==> src/rtl/load_store_unit.sv <==
// load_store_unit
//
// Purpose:
//   Turns an RV32I load/store request from the core into one word-aligned
//   memory bus transaction. It produces byte strobes and lane-replicated
//   write data for stores, and extracts and sign/zero extends the addressed
//   lanes for loads. The core is stalled until the access finishes.
//   Misaligned accesses, unsupported funct3 values and bus timeouts are
//   reported in the done cycle.
//
// Ports:
//   clk, rst         core clock, synchronous active-high reset
//   req_valid        memory op present; held stable until done
//   is_load/is_store op kind (is_load wins if both are set)
//   funct3           RV32I size/sign field
//   addr             effective address from the ALU
//   store_data       rs2 value
//   stall            combinational stall back to the core
//   done             one-cycle completion pulse (state DONE)
//   load_data        extended load result, valid while done
//   misaligned       alignment fault, valid while done
//   bus_error        unsupported funct3 or timeout, valid while done
//   mem_req/mem_we   registered bus request and write enable
//   mem_addr         word-aligned bus address
//   mem_wstrb        byte enables (0 for loads)
//   mem_wdata        lane-replicated store data
//   mem_gnt          bus accepted the request
//   mem_rvalid       read data valid
//   mem_rdata        read data
//
// Handshake: mem_req stays high until mem_gnt is sampled high on a rising
// edge; the request is then dropped. For loads, mem_rvalid is honoured only
// in the cycles after the grant edge (state WAIT).

module load_store_unit #(
  parameter int TIMEOUT_CYCLES = 16,
  parameter int CNT_W          = 8
) (
  input  logic        clk,
  input  logic        rst,
  input  logic        req_valid,
  input  logic        is_load,
  input  logic        is_store,
  input  logic [2:0]  funct3,
  input  logic [31:0] addr,
  input  logic [31:0] store_data,
  output logic        stall,
  output logic        done,
  output logic [31:0] load_data,
  output logic        misaligned,
  output logic        bus_error,
  output logic        mem_req,
  output logic        mem_we,
  output logic [31:0] mem_addr,
  output logic [3:0]  mem_wstrb,
  output logic [31:0] mem_wdata,
  input  logic        mem_gnt,
  input  logic        mem_rvalid,
  input  logic [31:0] mem_rdata
);

  typedef enum logic [1:0] {
    S_IDLE = 2'd0,
    S_REQ  = 2'd1,
    S_WAIT = 2'd2,
    S_DONE = 2'd3
  } state_t;

  localparam logic [CNT_W-1:0] TO_LAST = CNT_W'(TIMEOUT_CYCLES - 1);

  state_t           state, state_next;
  logic             op_load;
  logic [2:0]       op_f3;
  logic [1:0]       op_lo;
  logic [CNT_W-1:0] cnt;

  logic             accept;
  logic             req_unsup;
  logic             req_misal;
  logic             timed_out;
  logic [3:0]       strb_c;
  logic [31:0]      wdata_c;

  assign accept    = (state == S_IDLE) && req_valid && (is_load || is_store);
  assign timed_out = (cnt == TO_LAST);
  assign stall     = req_valid && (is_load || is_store) && (state != S_DONE);
  assign done      = (state == S_DONE);

  // Request decode on the live inputs; only used in the accept cycle.
  always_comb begin
    req_unsup = 1'b0;
    req_misal = 1'b0;
    strb_c    = 4'b0000;
    wdata_c   = store_data;
    if (is_load)
      req_unsup = !(funct3 == 3'b000 || funct3 == 3'b001 || funct3 == 3'b010 ||
                    funct3 == 3'b100 || funct3 == 3'b101);
    else
      req_unsup = !(funct3 == 3'b000 || funct3 == 3'b001 || funct3 == 3'b010);
    case (funct3[1:0])
      2'b01: req_misal = addr[0];
      2'b10: req_misal = (addr[1:0] != 2'b00);
      default: req_misal = 1'b0;
    endcase
    case (funct3[1:0])
      2'b00: begin
        strb_c  = 4'b0001 << addr[1:0];
        wdata_c = {4{store_data[7:0]}};
      end
      2'b01: begin
        strb_c  = addr[1] ? 4'b1100 : 4'b0011;
        wdata_c = {2{store_data[15:0]}};
      end
      2'b10: strb_c = 4'b1111;
      default: strb_c = 4'b0000;
    endcase
  end

  function automatic logic [31:0] fmt_load(input logic [2:0] f3,
                                           input logic [1:0] lo,
                                           input logic [31:0] rd);
    logic [7:0]  b;
    logic [15:0] h;
    b = rd[{lo, 3'b000} +: 8];
    h = rd[{lo[1], 4'b0000} +: 16];
    case (f3)
      3'b000:  return {{24{b[7]}}, b};
      3'b100:  return {24'h000000, b};
      3'b001:  return {{16{h[15]}}, h};
      3'b101:  return {16'h0000, h};
      default: return rd;
    endcase
  endfunction

  always_ff @(posedge clk) begin
    if (rst) state <= S_IDLE;
    else     state <= state_next;
  end

  always_comb begin
    state_next = state;
    case (state)
      S_IDLE: if (accept) state_next = (req_unsup || req_misal) ? S_DONE : S_REQ;
      S_REQ: begin
        // A grant in the last allowed cycle still completes the access.
        if (mem_gnt)        state_next = op_load ? S_WAIT : S_DONE;
        else if (timed_out) state_next = S_DONE;
      end
      S_WAIT: if (mem_rvalid || timed_out) state_next = S_DONE;
      S_DONE: state_next = S_IDLE;
      default: state_next = S_IDLE;
    endcase
  end

  always_ff @(posedge clk) begin
    if (rst) begin
      op_load    <= 1'b0;
      op_f3      <= 3'b000;
      op_lo      <= 2'b00;
      cnt        <= '0;
      mem_req    <= 1'b0;
      mem_we     <= 1'b0;
      mem_addr   <= 32'h0;
      mem_wstrb  <= 4'b0000;
      mem_wdata  <= 32'h0;
      load_data  <= 32'h0;
      misaligned <= 1'b0;
      bus_error  <= 1'b0;
    end else begin
      case (state)
        S_IDLE: begin
          if (accept) begin
            op_load   <= is_load;
            op_f3     <= funct3;
            op_lo     <= addr[1:0];
            cnt       <= '0;
            mem_addr  <= {addr[31:2], 2'b00};
            mem_we    <= !is_load;
            mem_wstrb <= is_load ? 4'b0000 : strb_c;
            mem_wdata <= wdata_c;
            if (req_unsup)      bus_error  <= 1'b1;
            else if (req_misal) misaligned <= 1'b1;
            else                mem_req    <= 1'b1;
          end
        end
        S_REQ: begin
          cnt <= cnt + CNT_W'(1);
          if (mem_gnt) mem_req <= 1'b0;
          else if (timed_out) begin
            mem_req   <= 1'b0;
            bus_error <= 1'b1;
          end
        end
        S_WAIT: begin
          cnt <= cnt + CNT_W'(1);
          if (mem_rvalid)     load_data <= fmt_load(op_f3, op_lo, mem_rdata);
          else if (timed_out) bus_error <= 1'b1;
        end
        S_DONE: begin
          misaligned <= 1'b0;
          bus_error  <= 1'b0;
        end
        default: ;
      endcase
    end
  end

endmodule
==> config.mk <==
export PLATFORM = sky130hd
export DESIGN_NAME = load_store_unit
export DESIGN_NICKNAME = d
export VERILOG_FILES = /design/src/rtl/load_store_unit.sv
export SDC_FILE = /design/constraint.sdc
export NUM_CORES = 1
export LEC_CHECK = 0
export BUFFER_PORTS_ARGS = -buffer_cell sky130_fd_sc_hd__clkbuf_2
export CAP_MARGIN = 15
export CORE_UTILIZATION = 44
export CTS_BUF_LIST = sky130_fd_sc_hd__clkbuf_16
export DETAILED_ROUTE_END_ITERATION = 7
export PLACE_DENSITY = 0.84
export SYNTH_ARGS = -nofsm -noshare
export SYNTH_HDL_FRONTEND = slang
export SYNTH_SLANG_ARGS = --single-unit
==> constraint.sdc <==
create_clock -name clk -period 1.6 [get_ports clk]
set_input_delay 0.32 -clock clk [delete_from_list [all_inputs] [get_ports clk]]
set_output_delay 0.32 -clock clk [all_outputs]
set_load 0.02 [all_outputs]
==> insert_results.sql <==
INSERT INTO impl_metrics (metric_group, metric, value, unit) VALUES
('synthesis', 'avgSynthCellArea', '8.23', 'um^2'),
('clocking', 'clock_sinks', '118', ''),
('synthesis', 'synth.top_cells.by_area', 'sky130_fd_sc_hd__dfxtp_1 (44%), sky130_fd_sc_hd__nand2_1 (10%), sky130_fd_sc_hd__a21oi_1 (5.8%), sky130_fd_sc_hd__a211oi_1 (5.3%), sky130_fd_sc_hd__nor2_1 (3.9%)', ''),
('placed_design', 'dp_slack', '-0.206', 'ns'),
('route', 'viasPerCell', '5.47', ''),
('cells_and_area', 'antenna_cells_inserted', '0', ''),
('clocking', 'cts_inserted_buffers', '17', ''),
('power', 'power.density', '1550', 'nW/um^2'),
('clocking', 'postCtsHoldBufs', '0', ''),
('synthesis', 'syn_area', '5380', 'um^2'),
('min_path', 'hold_path.startpoint', 'addr[24]', ''),
('setup_path', 'critical_path.startpoint_type', 'flip-flop', ''),
('die', 'floorplan.io_pins', '212', ''),
('die', 'initial_util', '45.0', '%'),
('power', 'vdd_drop_max', '1.00', 'mV'),
('setup_path', 'worst_ep_arrival_time', '1.25', 'ns'),
('die', 'core-area', '12000', 'um^2'),
('clocking', 'clock_tree.htree_level_count', '4', ''),
('synthesis', 'yosysWarnings', '0', ''),
('cells_and_area', 'post_route_cells_drive_above_1_share', '40.0', '%'),
('sta', 'fmaxAchievable', '637', 'MHz'),
('cells_and_area', 'finalInstanceArea', '7890', 'um^2'),
('global_route', 'grt_util_all_layers', '26.5', '%'),
('route', 'antenna_violating_nets_post_route', '0', ''),
('route', 'drt_drc_violations_left', '0', ''),
('route', 'num_vias', '5789', ''),
('die', 'fp-row-count', '40', ''),
('setup_path', 'critical_path.max_fanout', '3', ''),
('synthesis', 'synth_enable_flop_cells', '0', ''),
('min_path', 'worst_hold_endpoint', 'mem_addr[24]', ''),
('sta', 'final-max-slew-violation-count', '0', ''),
('clocking', 'cts_tree', 'done', ''),
('synthesis', 'synth_seq_area_share', '43.9', '%'),
('global_route', 'grt_first_pass_wirelength', '26700', 'um'),
('placed_design', 'placedInstanceArea', '6940', 'um^2'),
('synthesis', 'ys_types', '57', ''),
('synthesis', 'post-synth-top-area-fraction', '43.9', '%'),
('global_route', 'grt.overflow.total', '0', ''),
('cells_and_area', 'areaGrowthSynthToFinish', '46.5', '%'),
('clocking', 'cts_root_buffer', 'sky130_fd_sc_hd__clkbuf_16', ''),
('global_route', 'grt_pass1_vias', '5473', ''),
('setup_path', 'endpoint_kind', 'primary output', ''),
('min_path', 'timing.hold.worst_path_depth', '3', ''),
('sta', 'setup_violations', '0', ''),
('sta', 'fin_crit', '1.57', 'ns'),
('setup_path', 'r2r-end', 'load_data[5]', ''),
('clocking', 'clock_tree.buffer_depth', '2', ''),
('sta', 'grt_setup_unrepaired', 'yes', ''),
('route', 'routed_wirelength', '17200', 'um'),
('synthesis', 'async_flop_share', '0', '%'),
('sta', 'post-route-period-util', '98.2', '%'),
('placed_design', 'place.gp.congestion', '0.891', ''),
('cells_and_area', 'nets', '1015', ''),
('synthesis', 'netlist_top_cells_count', 'sky130_fd_sc_hd__nand2_1 (148), sky130_fd_sc_hd__dfxtp_1 (118), sky130_fd_sc_hd__a21oi_1 (62)', ''),
('synthesis', 'yosys_most_used_dff', 'sky130_fd_sc_hd__dfxtp_1', ''),
('die', 'dieArea', '12700', 'um^2'),
('clocking', 'clk_pin_slew_worst_paths', '0.06', 'ns'),
('placed_design', 'hpwlAfterDp', '11700', 'um'),
('power', 'static-leakage-power', '3.39', 'nW'),
('synthesis', 'synth_cells', '654', ''),
('flow_run', 'timing.max_cap.violations', '0', ''),
('setup_path', 'ff2ff_setup_slack', '0.03', 'ns'),
('setup_path', 'cp_data_required_time', '1.28', 'ns'),
('route', 'wl_per_cell', '16.2', 'um'),
('global_route', 'grt_antenna_before_repair', '0', ''),
('synthesis', 'post-synth-top-count-cell', 'sky130_fd_sc_hd__nand2_1', ''),
('synthesis', 'yosys_top_cell_by_area', 'sky130_fd_sc_hd__dfxtp_1', ''),
('setup_path', 'worst_r2r_path_depth', '6', ''),
('outcome', 'run_status', 'finished clean', ''),
('synthesis', 'synth-seq-cells', '118', ''),
('min_path', 'hold_path.class', 'in -> reg', '');
## registers in the layout, indices dropped and copies added (netlist names)
signal and flops:
load_data 32, mem_wdata 32, mem_addr 30, cnt 8
mem_wstrb 4, op_f3 3, op_lo 2, state 2
bus_error 1, mem_req 1, mem_we 1, misaligned 1
op_load 1
## per-stage QoR
stage               hold slack [ns]  power, mW  setup TNS [ns]  instances  utilization, %
finish                        0.122       12.2               0       1059            65.9
global route                  0.116       12.8         -0.0957       1059            65.9
CTS                           0.106       12.0          -0.115       1056            64.2
detailed placement            0.443       7.84           -3.38       1020            58.0
global placement              0.440       7.75           -1.21       1020            58.0
floorplan                     0.437       6.25         -0.0621        655               -
## kinds of logic after synthesis
kind of cell / Yosys count / synth area share (%)
AND/OR/NAND/NOR: 255 / 20.4
AO/OA/AOI/OAI: 185 / 23.6
flip-flops: 118 / 43.9
buffers and inverters: 62 / 5.18
multiplexers: 17 / 3.53
adder cells (fa/ha/maj): 10 / 2.32
XOR/XNOR: 6 / 0.976
other: 1 / 0.0697
## critical path, stage by stage, from the launching register on
cell and delay (ns):
sky130_fd_sc_hd__dfxtp_1 0.32, sky130_fd_sc_hd__buf_4 0.16, sky130_fd_sc_hd__ha_4 0.17, sky130_fd_sc_hd__nor2_4 0.07
sky130_fd_sc_hd__buf_6 0.11
## repair_timing
item | in CTS | in global routing
setup endpoints to repair | 65 | 73
cloned | 0 | 1
resized for setup | 24 | 36
buffers inserted | 4 | 3
pin swaps | 4 | 10
## per-layer routing
| metal | vias to the layer above | GRT usage [%] | part of all wire [%] |
|---|---|---|---|
| met1 | 2689 | 29.6 | 40 |
| met5 | - | 0 | 0 |
| li1 | 2782 | - | - |
| met3 | 32 | 8.75 | 8.1 |
| met2 | 286 | 46.8 | 50 |
| met4 | 0 | 10.0 | 2.1 |
## cell usage in the layout (no fill, tap or decap), types with 3 or more instances in the layout
master / Yosys / layout
sky130_fd_sc_hd__nand2b_1: 17 / 16
sky130_fd_sc_hd__mux2i_1: 5 / 4
sky130_fd_sc_hd__a221oi_2: 0 / 6
sky130_fd_sc_hd__ha_1: 10 / 5
sky130_fd_sc_hd__inv_1: 11 / 9
sky130_fd_sc_hd__a211oi_1: 38 / 38
sky130_fd_sc_hd__clkinv_4: 0 / 4
sky130_fd_sc_hd__o221ai_1: 7 / 6
sky130_fd_sc_hd__dfxtp_1: 118 / 114
sky130_fd_sc_hd__clkbuf_2: 0 / 206
sky130_fd_sc_hd__mux2i_2: 2 / 3
sky130_fd_sc_hd__nor2b_1: 9 / 7
sky130_fd_sc_hd__buf_6: 1 / 7
sky130_fd_sc_hd__nor2_1: 56 / 55
sky130_fd_sc_hd__a21oi_1: 62 / 60
sky130_fd_sc_hd__a21oi_2: 1 / 3
sky130_fd_sc_hd__buf_4: 4 / 53
sky130_fd_sc_hd__nor3_1: 5 / 4
sky130_fd_sc_hd__o211ai_1: 4 / 4
sky130_fd_sc_hd__dfxtp_2: 0 / 3
sky130_fd_sc_hd__mux2_2: 10 / 10
sky130_fd_sc_hd__ha_4: 0 / 4
sky130_fd_sc_hd__clkinvlp_4: 0 / 3
sky130_fd_sc_hd__nand2_1: 148 / 146
sky130_fd_sc_hd__xor2_1: 6 / 6
sky130_fd_sc_hd__buf_12: 0 / 8
sky130_fd_sc_hd__nand3b_1: 3 / 3
sky130_fd_sc_hd__clkbuf_16: 0 / 18
sky130_fd_sc_hd__a311oi_1: 9 / 9
sky130_fd_sc_hd__bufinv_16: 0 / 3
sky130_fd_sc_hd__o21ai_0: 24 / 23
sky130_fd_sc_hd__a221oi_1: 14 / 6
## power breakdown
group          leakage (nW)  internal [mW]  switching, mW
clock                 0.287           2.45           1.45
sequential            0.966           3.45          0.304
combinational          2.13           1.97           2.61
## final cells by class
cell class	count	area (um^2)
fill	929	4070
multi-input combinational	475	2980
sequential	118	2370
timing repair buffer	276	1710
clock buffer	17	425
tap	147	184
clock inverter	15	179
inverter	11	41.3
## how the worst max path moves through the flow
stage	to	cells after the start	startpoint	slack (ns)
2_1_floorplan	cnt[4]	7	state[0]	-0.02
3_3_place_gp	mem_req	7	funct3[0]	-0.17
3_5_place_dp	mem_req	7	funct3[0]	-0.21
4_1_cts	stall	5	state[0]	-0.11
5_1_grt	mem_req	6	state[1]	-0.02
6_report	stall	4	state[1]	0.03
(Power assumes the default switching activity.)
